$ cat src/rtl/sample_mixer_pkg.sv
// sample_mixer_pkg: shared constants, FSM state types and the saturation
// helper for the sample_mixer block.
//   GAIN_BITS  - shift applied after the gain multiply (gain is in 1/16 steps)
//   GAIN_FULL  - unity gain value
//   mix_state_t  - main frame FSM (IDLE -> ACCUM -> OUT)
//   fade_state_t - gain fade FSM (only used when SAMPLE_MIXER_FADE_EN is set)
package sample_mixer_pkg;

    localparam int GAIN_BITS = 4;
    localparam int GAIN_FULL = 16;

    typedef enum logic [1:0] {
        ST_IDLE  = 2'd0,
        ST_ACCUM = 2'd1,
        ST_OUT   = 2'd2
    } mix_state_t;

    typedef enum logic [1:0] {
        FD_STEADY   = 2'd0,
        FD_FADE_OUT = 2'd1,
        FD_FADE_IN  = 2'd2
    } fade_state_t;

    // Clamp a signed value into the range of a w-bit two's-complement number.
    // Caller truncates the result to w bits.
    function automatic logic signed [63:0] saturate(input logic signed [63:0] v,
                                                    input int                w);
        logic signed [63:0] hi;
        logic signed [63:0] lo;
        hi = (64'sd1 <<< (w - 1)) - 64'sd1;
        lo = -(64'sd1 <<< (w - 1));
        if (v > hi)      return hi;
        else if (v < lo) return lo;
        else             return v;
    endfunction

endpackage

$ cat src/rtl/fade_gain_ctrl.sv
// fade_gain_ctrl: click-free selection change. Owns the output gain and the
// active {mode, sel}. Advances once per frame (i_step, asserted in the mixer's
// OUT cycle). A request that differs from the active selection ramps the gain
// down by one per frame; the frame at gain 0 outputs silence and switches the
// active selection, after which gain ramps back up to GAIN_FULL.
// Only compiled when SAMPLE_MIXER_FADE_EN is defined.
// Ports:
//   clk, reset      - clock, synchronous active-high reset
//   i_step          - advance one frame
//   i_req_mode/sel  - requested selection sampled at frame start
//   o_gain          - gain to apply to the frame being output this cycle
//   o_act_mode/sel  - selection currently used for accumulation
`ifdef SAMPLE_MIXER_FADE_EN
module fade_gain_ctrl
    import sample_mixer_pkg::*;
#(
    parameter int SEL_W = 2
) (
    input  logic                 clk,
    input  logic                 reset,
    input  logic                 i_step,
    input  logic                 i_req_mode,
    input  logic [SEL_W-1:0]     i_req_sel,
    output logic [GAIN_BITS:0]   o_gain,
    output logic                 o_act_mode,
    output logic [SEL_W-1:0]     o_act_sel
);

    localparam int GAIN_W = GAIN_BITS + 1;

    fade_state_t         r_state;
    fade_state_t         w_state_nxt;
    logic [GAIN_W-1:0]   r_gain;
    logic [GAIN_W-1:0]   w_gain_nxt;
    logic                r_act_mode;
    logic [SEL_W-1:0]    r_act_sel;
    logic                w_req_diff;
    logic                w_adopt;

    assign w_req_diff = {i_req_mode, i_req_sel} != {r_act_mode, r_act_sel};

    always_ff @(posedge clk) begin
        if (reset) begin
            r_state    <= FD_STEADY;
            r_gain     <= GAIN_W'(GAIN_FULL);
            r_act_mode <= 1'b0;
            r_act_sel  <= '0;
        end else if (i_step) begin
            r_state <= w_state_nxt;
            r_gain  <= w_gain_nxt;
            if (w_adopt) begin
                r_act_mode <= i_req_mode;
                r_act_sel  <= i_req_sel;
            end
        end
    end

    always_comb begin
        w_state_nxt = r_state;
        w_gain_nxt  = r_gain;
        w_adopt     = 1'b0;
        case (r_state)
            FD_STEADY: begin
                if (w_req_diff) begin
                    w_gain_nxt  = r_gain - 1'b1;
                    w_state_nxt = FD_FADE_OUT;
                end
            end
            FD_FADE_OUT: begin
                // Request changes while fading out are simply picked up at gain 0.
                w_gain_nxt = r_gain - 1'b1;
            end
            FD_FADE_IN: begin
                if (w_req_diff) begin
                    // Reverse from wherever the ramp currently is.
                    w_state_nxt = FD_FADE_OUT;
                    if (r_gain != '0) w_gain_nxt = r_gain - 1'b1;
                end else begin
                    w_gain_nxt = r_gain + 1'b1;
                    if (w_gain_nxt == GAIN_W'(GAIN_FULL)) w_state_nxt = FD_STEADY;
                end
            end
            default: w_state_nxt = FD_STEADY;
        endcase
        // Silent frame reached: switch sources now, ramp up from next frame.
        if (w_state_nxt == FD_FADE_OUT && w_gain_nxt == '0) begin
            w_adopt     = 1'b1;
            w_state_nxt = FD_FADE_IN;
        end
    end

    assign o_gain     = w_gain_nxt;
    assign o_act_mode = r_act_mode;
    assign o_act_sel  = r_act_sel;

endmodule
`endif

$ cat src/rtl/sample_mixer.sv
// sample_mixer: N-channel sample selector / saturating mixer feeding the codec.
// Each channel's latest sample is held; on new_frame the holds are snapshot and
// summed one channel per cycle, saturated, scaled by gain and registered.
// Optional feature macro: SAMPLE_MIXER_FADE_EN (gain fade on selection change);
// without it gain is unity and the requested {mode, sel} applies immediately.
// Ports:
//   clk, reset      - clock, synchronous active-high reset
//   sample_in       - channel i at [i*SAMPLE_WIDTH +: SAMPLE_WIDTH]
//   new_sample_in   - per-channel strobe loading the hold register
//   new_frame       - codec frame strobe, starts a frame computation
//   mode            - 0 select, 1 mix
//   sel             - channel for select mode
//   ch_enable       - channel participation in mix mode
//   sample_out      - registered output sample
//   new_sample_out  - one-cycle pulse when sample_out updates
//   busy            - frame computation in progress
//   overrun         - sticky: new_frame seen while busy
module sample_mixer
    import sample_mixer_pkg::*;
#(
    parameter int NUM_CH       = 4,
    parameter int SAMPLE_WIDTH = 16
) (
    input  logic                             clk,
    input  logic                             reset,
    input  logic [NUM_CH*SAMPLE_WIDTH-1:0]   sample_in,
    input  logic [NUM_CH-1:0]                new_sample_in,
    input  logic                             new_frame,
    input  logic                             mode,
    input  logic [$clog2(NUM_CH)-1:0]        sel,
    input  logic [NUM_CH-1:0]                ch_enable,
    output logic [SAMPLE_WIDTH-1:0]          sample_out,
    output logic                             new_sample_out,
    output logic                             busy,
    output logic                             overrun
);

    localparam int IDX_W  = $clog2(NUM_CH);
    localparam int ACC_W  = SAMPLE_WIDTH + IDX_W;
    localparam int GAIN_W = GAIN_BITS + 1;
    localparam int PROD_W = SAMPLE_WIDTH + GAIN_W + 1;

    mix_state_t                           r_state;
    mix_state_t                           w_state_nxt;
    logic                                 w_accept;
    logic                                 w_out_step;

    logic [NUM_CH-1:0][SAMPLE_WIDTH-1:0]  r_hold;
    logic [NUM_CH-1:0][SAMPLE_WIDTH-1:0]  r_bank;
    logic [NUM_CH-1:0]                    r_frame_en;
    logic                                 r_req_mode;
    logic [IDX_W-1:0]                     r_req_sel;
    logic signed [ACC_W-1:0]              r_acc;
    logic [IDX_W-1:0]                     r_idx;

    logic                                 w_act_mode;
    logic [IDX_W-1:0]                     w_act_sel;
    logic [GAIN_W-1:0]                    w_gain;
    logic                                 w_contrib;
    logic signed [ACC_W-1:0]              w_addend;
    logic signed [SAMPLE_WIDTH-1:0]       w_sat;
    logic signed [PROD_W-1:0]             w_prod;

    logic [SAMPLE_WIDTH-1:0]              r_sample_out;
    logic                                 r_new_out;
    logic                                 r_overrun;

    // ---------------- main FSM ----------------
    always_ff @(posedge clk) begin
        if (reset) r_state <= ST_IDLE;
        else       r_state <= w_state_nxt;
    end

    always_comb begin
        w_state_nxt = r_state;
        w_accept    = 1'b0;
        w_out_step  = 1'b0;
        case (r_state)
            ST_IDLE: begin
                if (new_frame) begin
                    w_accept    = 1'b1;
                    w_state_nxt = ST_ACCUM;
                end
            end
            ST_ACCUM: begin
                if (r_idx == IDX_W'(NUM_CH - 1)) w_state_nxt = ST_OUT;
            end
            ST_OUT: begin
                w_out_step  = 1'b1;
                w_state_nxt = ST_IDLE;
            end
            default: w_state_nxt = ST_IDLE;
        endcase
    end

    assign busy = (r_state != ST_IDLE);

    // ---------------- selection / gain source ----------------
`ifdef SAMPLE_MIXER_FADE_EN
    fade_gain_ctrl #(
        .SEL_W (IDX_W)
    ) u_fade (
        .clk        (clk),
        .reset      (reset),
        .i_step     (w_out_step),
        .i_req_mode (r_req_mode),
        .i_req_sel  (r_req_sel),
        .o_gain     (w_gain),
        .o_act_mode (w_act_mode),
        .o_act_sel  (w_act_sel)
    );
`else
    // The request sampled at frame start is the active selection.
    assign w_act_mode = r_req_mode;
    assign w_act_sel  = r_req_sel;
    assign w_gain     = GAIN_W'(GAIN_FULL);
`endif

    // ---------------- datapath ----------------
    assign w_contrib = w_act_mode ? r_frame_en[r_idx] : (r_idx == w_act_sel);
    assign w_addend  = ACC_W'($signed(r_bank[r_idx]));
    assign w_sat     = SAMPLE_WIDTH'(saturate(64'(r_acc), SAMPLE_WIDTH));
    // Gain is unsigned 0..16; zero-extend before the signed multiply.
    assign w_prod    = PROD_W'(w_sat) * PROD_W'($signed({1'b0, w_gain}));

    always_ff @(posedge clk) begin
        if (reset) begin
            r_hold       <= '0;
            r_bank       <= '0;
            r_frame_en   <= '0;
            r_req_mode   <= 1'b0;
            r_req_sel    <= '0;
            r_acc        <= '0;
            r_idx        <= '0;
            r_sample_out <= '0;
            r_new_out    <= 1'b0;
            r_overrun    <= 1'b0;
        end else begin
            // Holds update on the same edge as a snapshot, so the bank
            // captures the value from before a coincident strobe.
            for (int i = 0; i < NUM_CH; i++) begin
                if (new_sample_in[i]) r_hold[i] <= sample_in[i*SAMPLE_WIDTH +: SAMPLE_WIDTH];
            end

            r_new_out <= 1'b0;
            if (new_frame && busy) r_overrun <= 1'b1;

            if (w_accept) begin
                r_bank     <= r_hold;
                r_frame_en <= ch_enable;
                r_req_mode <= mode;
                r_req_sel  <= sel;
                r_acc      <= '0;
                r_idx      <= '0;
            end

            if (r_state == ST_ACCUM) begin
                if (w_contrib) r_acc <= r_acc + w_addend;
                r_idx <= r_idx + 1'b1;
            end

            if (w_out_step) begin
                r_sample_out <= SAMPLE_WIDTH'(w_prod >>> GAIN_BITS);
                r_new_out    <= 1'b1;
            end
        end
    end

    assign sample_out     = r_sample_out;
    assign new_sample_out = r_new_out;
    assign overrun        = r_overrun;

endmodule

$ cat config.mk
export PLATFORM = sky130hd
export DESIGN_NAME = sample_mixer
export DESIGN_NICKNAME = d
export VERILOG_FILES = /design/src/rtl/sample_mixer_pkg.sv /design/src/rtl/fade_gain_ctrl.sv /design/src/rtl/sample_mixer.sv
export SDC_FILE = /design/constraint.sdc
export NUM_CORES = 1
export LEC_CHECK = 0
export CAP_MARGIN = 20
export CELL_PAD_IN_SITES_DETAIL_PLACEMENT = 1
export CELL_PAD_IN_SITES_GLOBAL_PLACEMENT = 1
export CORE_MARGIN = 1
export CORE_UTILIZATION = 45
export DETAILED_ROUTE_END_ITERATION = 16
export GPL_TIMING_DRIVEN = 1
export PLACE_DENSITY = 0.86
export SYNTH_ARGS = -nofsm -noshare
export SYNTH_HDL_FRONTEND = slang
export SYNTH_SLANG_ARGS = --single-unit
$ cat constraint.sdc
create_clock -name clk -period 6.3 [get_ports clk]
set_clock_uncertainty 0.2 [all_clocks]
set_input_delay 1.26 -clock clk [delete_from_list [all_inputs] [get_ports clk]]
set_output_delay 1.26 -clock clk [all_outputs]
set_load 0.01 [all_outputs]
==> out/qor.csv <==
metric,value,unit
p_leak,3.56,nW
clock_sinks,175,
synth.distinct_cells,48,
cp_max_fo,20,
cts_setup_buffers,0,
ys.flop_type,dfxtp_1,
drc,0,
wire_per_inst,18.8,um
ys_ff_latch,175,
layout.nets,981,
insertion_delay,0.44,ns
numCtsBuffers,17,
core,16000,um^2
synth.area.top_cells,"dfxtp_1, mux2i_1, nand2_1",
rsz0062_at_grt,no,
num_rows,46,
overflow,0,
avgSynthCellArea,8.98,um^2
status,"complete, no violations",
synthCells,825,
synth-seq-area-share,47.3,%
drive_gt1_share,5.80,%
hold_path_class,flop to flop,
tns,0,ns
io_pins,97,
clk_pin_slew_worst_paths,0.06,ns
ctsResizeCount,0,
area_delta_synth_final,23.5,%
tightest_slew,1.07,ns
dp_hpwl,13.8,mm
port-buffer-count,96,
start_util,46.3,%
grt_max_degree,92,
cts_tree,yes,
grt_pass1_wl,32.4,mm
required,6.38,ns
wirelength,20.9,mm
finalHoldWorstSlack,0.252,ns
endpoint_kind,flop,
routabilityCongestion,0.829,
diodes,0,
cts_buffer_depth,2,
fin_crit_sh,69.1,%
yosysTopAreaCellShare,47.3,%
post-place-ws,2.02,ns
antenna_found_initial,0,
yosysWarnings,0,
relSlewSlack,28.5,%
power.density,292,nW/um^2
syn_nets,922,
hold_buffers,0,
die_w,130,um
finalHoldViolCount,0,
synth-edff-count,0,
cap_violations,0,
fmax,230,MHz
synth_top_area_cell,dfxtp_1,
dp.cells,1079,
antenna_left,0,
grt_pass1_vias,6218,
final-setup-viol-count,0,
finalNonFillerCells,1112,
vdd_drop_max,0.215,mV
cts_max_level,4,
maxSlewViolCount,0,
die_h,130,um
clock-root-buffer,clkbuf_16,
dieArea,17000,um^2
vias_per_cell,5.51,
setup_slack,1.94,ns
drt_iter0_drc,394,
critPathKind,flop to flop,
num_vias,6122,
async_flop_share,0,%
track_usage,25.4,%
critical_path_arrival,4.44,ns
drt_pass1_iterations,5,
critPathLaunchType,flop,
final.min_clock_period,4.36,ns
synth_area,7410,um^2
[cells by family (layout without fill, tap and decap cells)]
| kind of cell | after synthesis | after routing | share of synthesized area [%] |
|---|---|---|---|
| and+or+nand+nor | 291 | 291 | 15.5 |
| AOI/OAI and AO/OA | 177 | 177 | 13.8 |
| DFF | 175 | 175 | 47.3 |
| muxes | 83 | 83 | 14.3 |
| buffers and inverters | 64 | 135 | 3.83 |
| adders and majority gates | 19 | 19 | 3.31 |
| xor gates and xnor gates | 16 | 16 | 1.89 |
[path summary, 6_finish.rpt]
kind | slack, ns | cells past startpoint | start | to
max | 1.94 | 10 | r_idx[0] | r_acc[16]
min | 0.25 | 2 | sample_out[10] | sample_out[10]
max reg2reg | 1.94 | 10 | r_idx[0] | r_acc[16]
min reg2reg | 0.25 | 2 | sample_out[10] | sample_out[10]
[cell usage in the layout, fill, tap and decap left out, drive strengths merged, types with 2 or more instances in the layout]
master / n
xnor2: 8
o211ai: 3
xor2: 8
mux2i: 66
ha: 18
clkbuf: 21
a21o: 8
o21bai: 5
nand4: 2
o21ai: 26
dfxtp: 175
a21oi: 103
o21a: 3
nand3: 7
mux4: 17
nand2: 169
a31oi: 11
a221oi: 3
bufinv: 8
and2: 2
clkdlybuf4s50: 95
inv: 4
a211oi: 6
o2111ai: 2
buf: 6
nor2: 96
nor3: 5
nor2b: 4
[final cells by class]
cell class | count | area (um^2)
clock buffers | 21 | 450
clock inverters | 10 | 256
fillers | 1833 | 6850
inverters | 3 | 11.3
multi-input cells | 586 | 3630
flip-flops and latches | 175 | 3500
well taps | 216 | 270
repair buffers | 101 | 1040
[sequential cells by signal, summed over array words and instances, names as in the netlist]
register        flops
r_state             2
r_idx               2
r_hold             64
r_frame_en          4
sample_out         16
r_req_mode          1
r_req_sel           2
r_acc              18
r_bank             64
overrun             1
new_sample_out      1
[cell usage after synthesis (all sizes together) (3+ instances only)]
| master | count |
|---|---|
| a211oi | 6 |
| a21o | 8 |
| a21oi | 103 |
| a221oi | 3 |
| a31oi | 11 |
| buf | 15 |
| clkbuf | 46 |
| dfxtp | 175 |
| ha | 18 |
| inv | 3 |
| mux2i | 66 |
| mux4 | 17 |
| nand2 | 169 |
| nand3 | 7 |
| nor2 | 96 |
| nor2b | 4 |
| nor3 | 5 |
| o211ai | 3 |
| o21a | 3 |
| o21ai | 26 |
| o21bai | 5 |
| xnor2 | 8 |
| xor2 | 8 |
[per-stage QoR]
stage / cell area (um^2) / total power [mW] / util (%)
after floorplan: 7410 / 1.33 / -
after global placement: 8390 / 1.41 / 52.4
after detailed placement: 8390 / 1.42 / 52.4
after CTS: 9100 / 2.68 / 56.9
after global routing: 9150 / 2.76 / 57.2
final: 9150 / 2.67 / 57.2
[critical path: stages (launching register included)]
cell and delay (ns):
dfxtp_1 1.01, mux4_1 0.66, ha_1 0.25, fa_1 0.44, a211oi_1 0.46, o211ai_1 0.27
a221oi_2 0.36, o21ai_0 0.16, xnor2_1 0.14, o21ai_0 0.09, nor2b_1 0.18
[where the power goes]
part / switching, mW / internal (mW)
logic: 0.119 / 0.103
registers: 0.0315 / 1.15
clock network: 0.434 / 0.834
total: 0.585 / 2.09
[routing by layer]
layer	track usage (%)	wire (um)	vias to the layer above
li1	-	-	2944
met5	0	0	-
met4	10.7	504	0
met3	4.67	699	38
met1	31.2	9060	2993
met2	43.5	10700	147
Note: power is estimated with default switching activity, not from simulation.
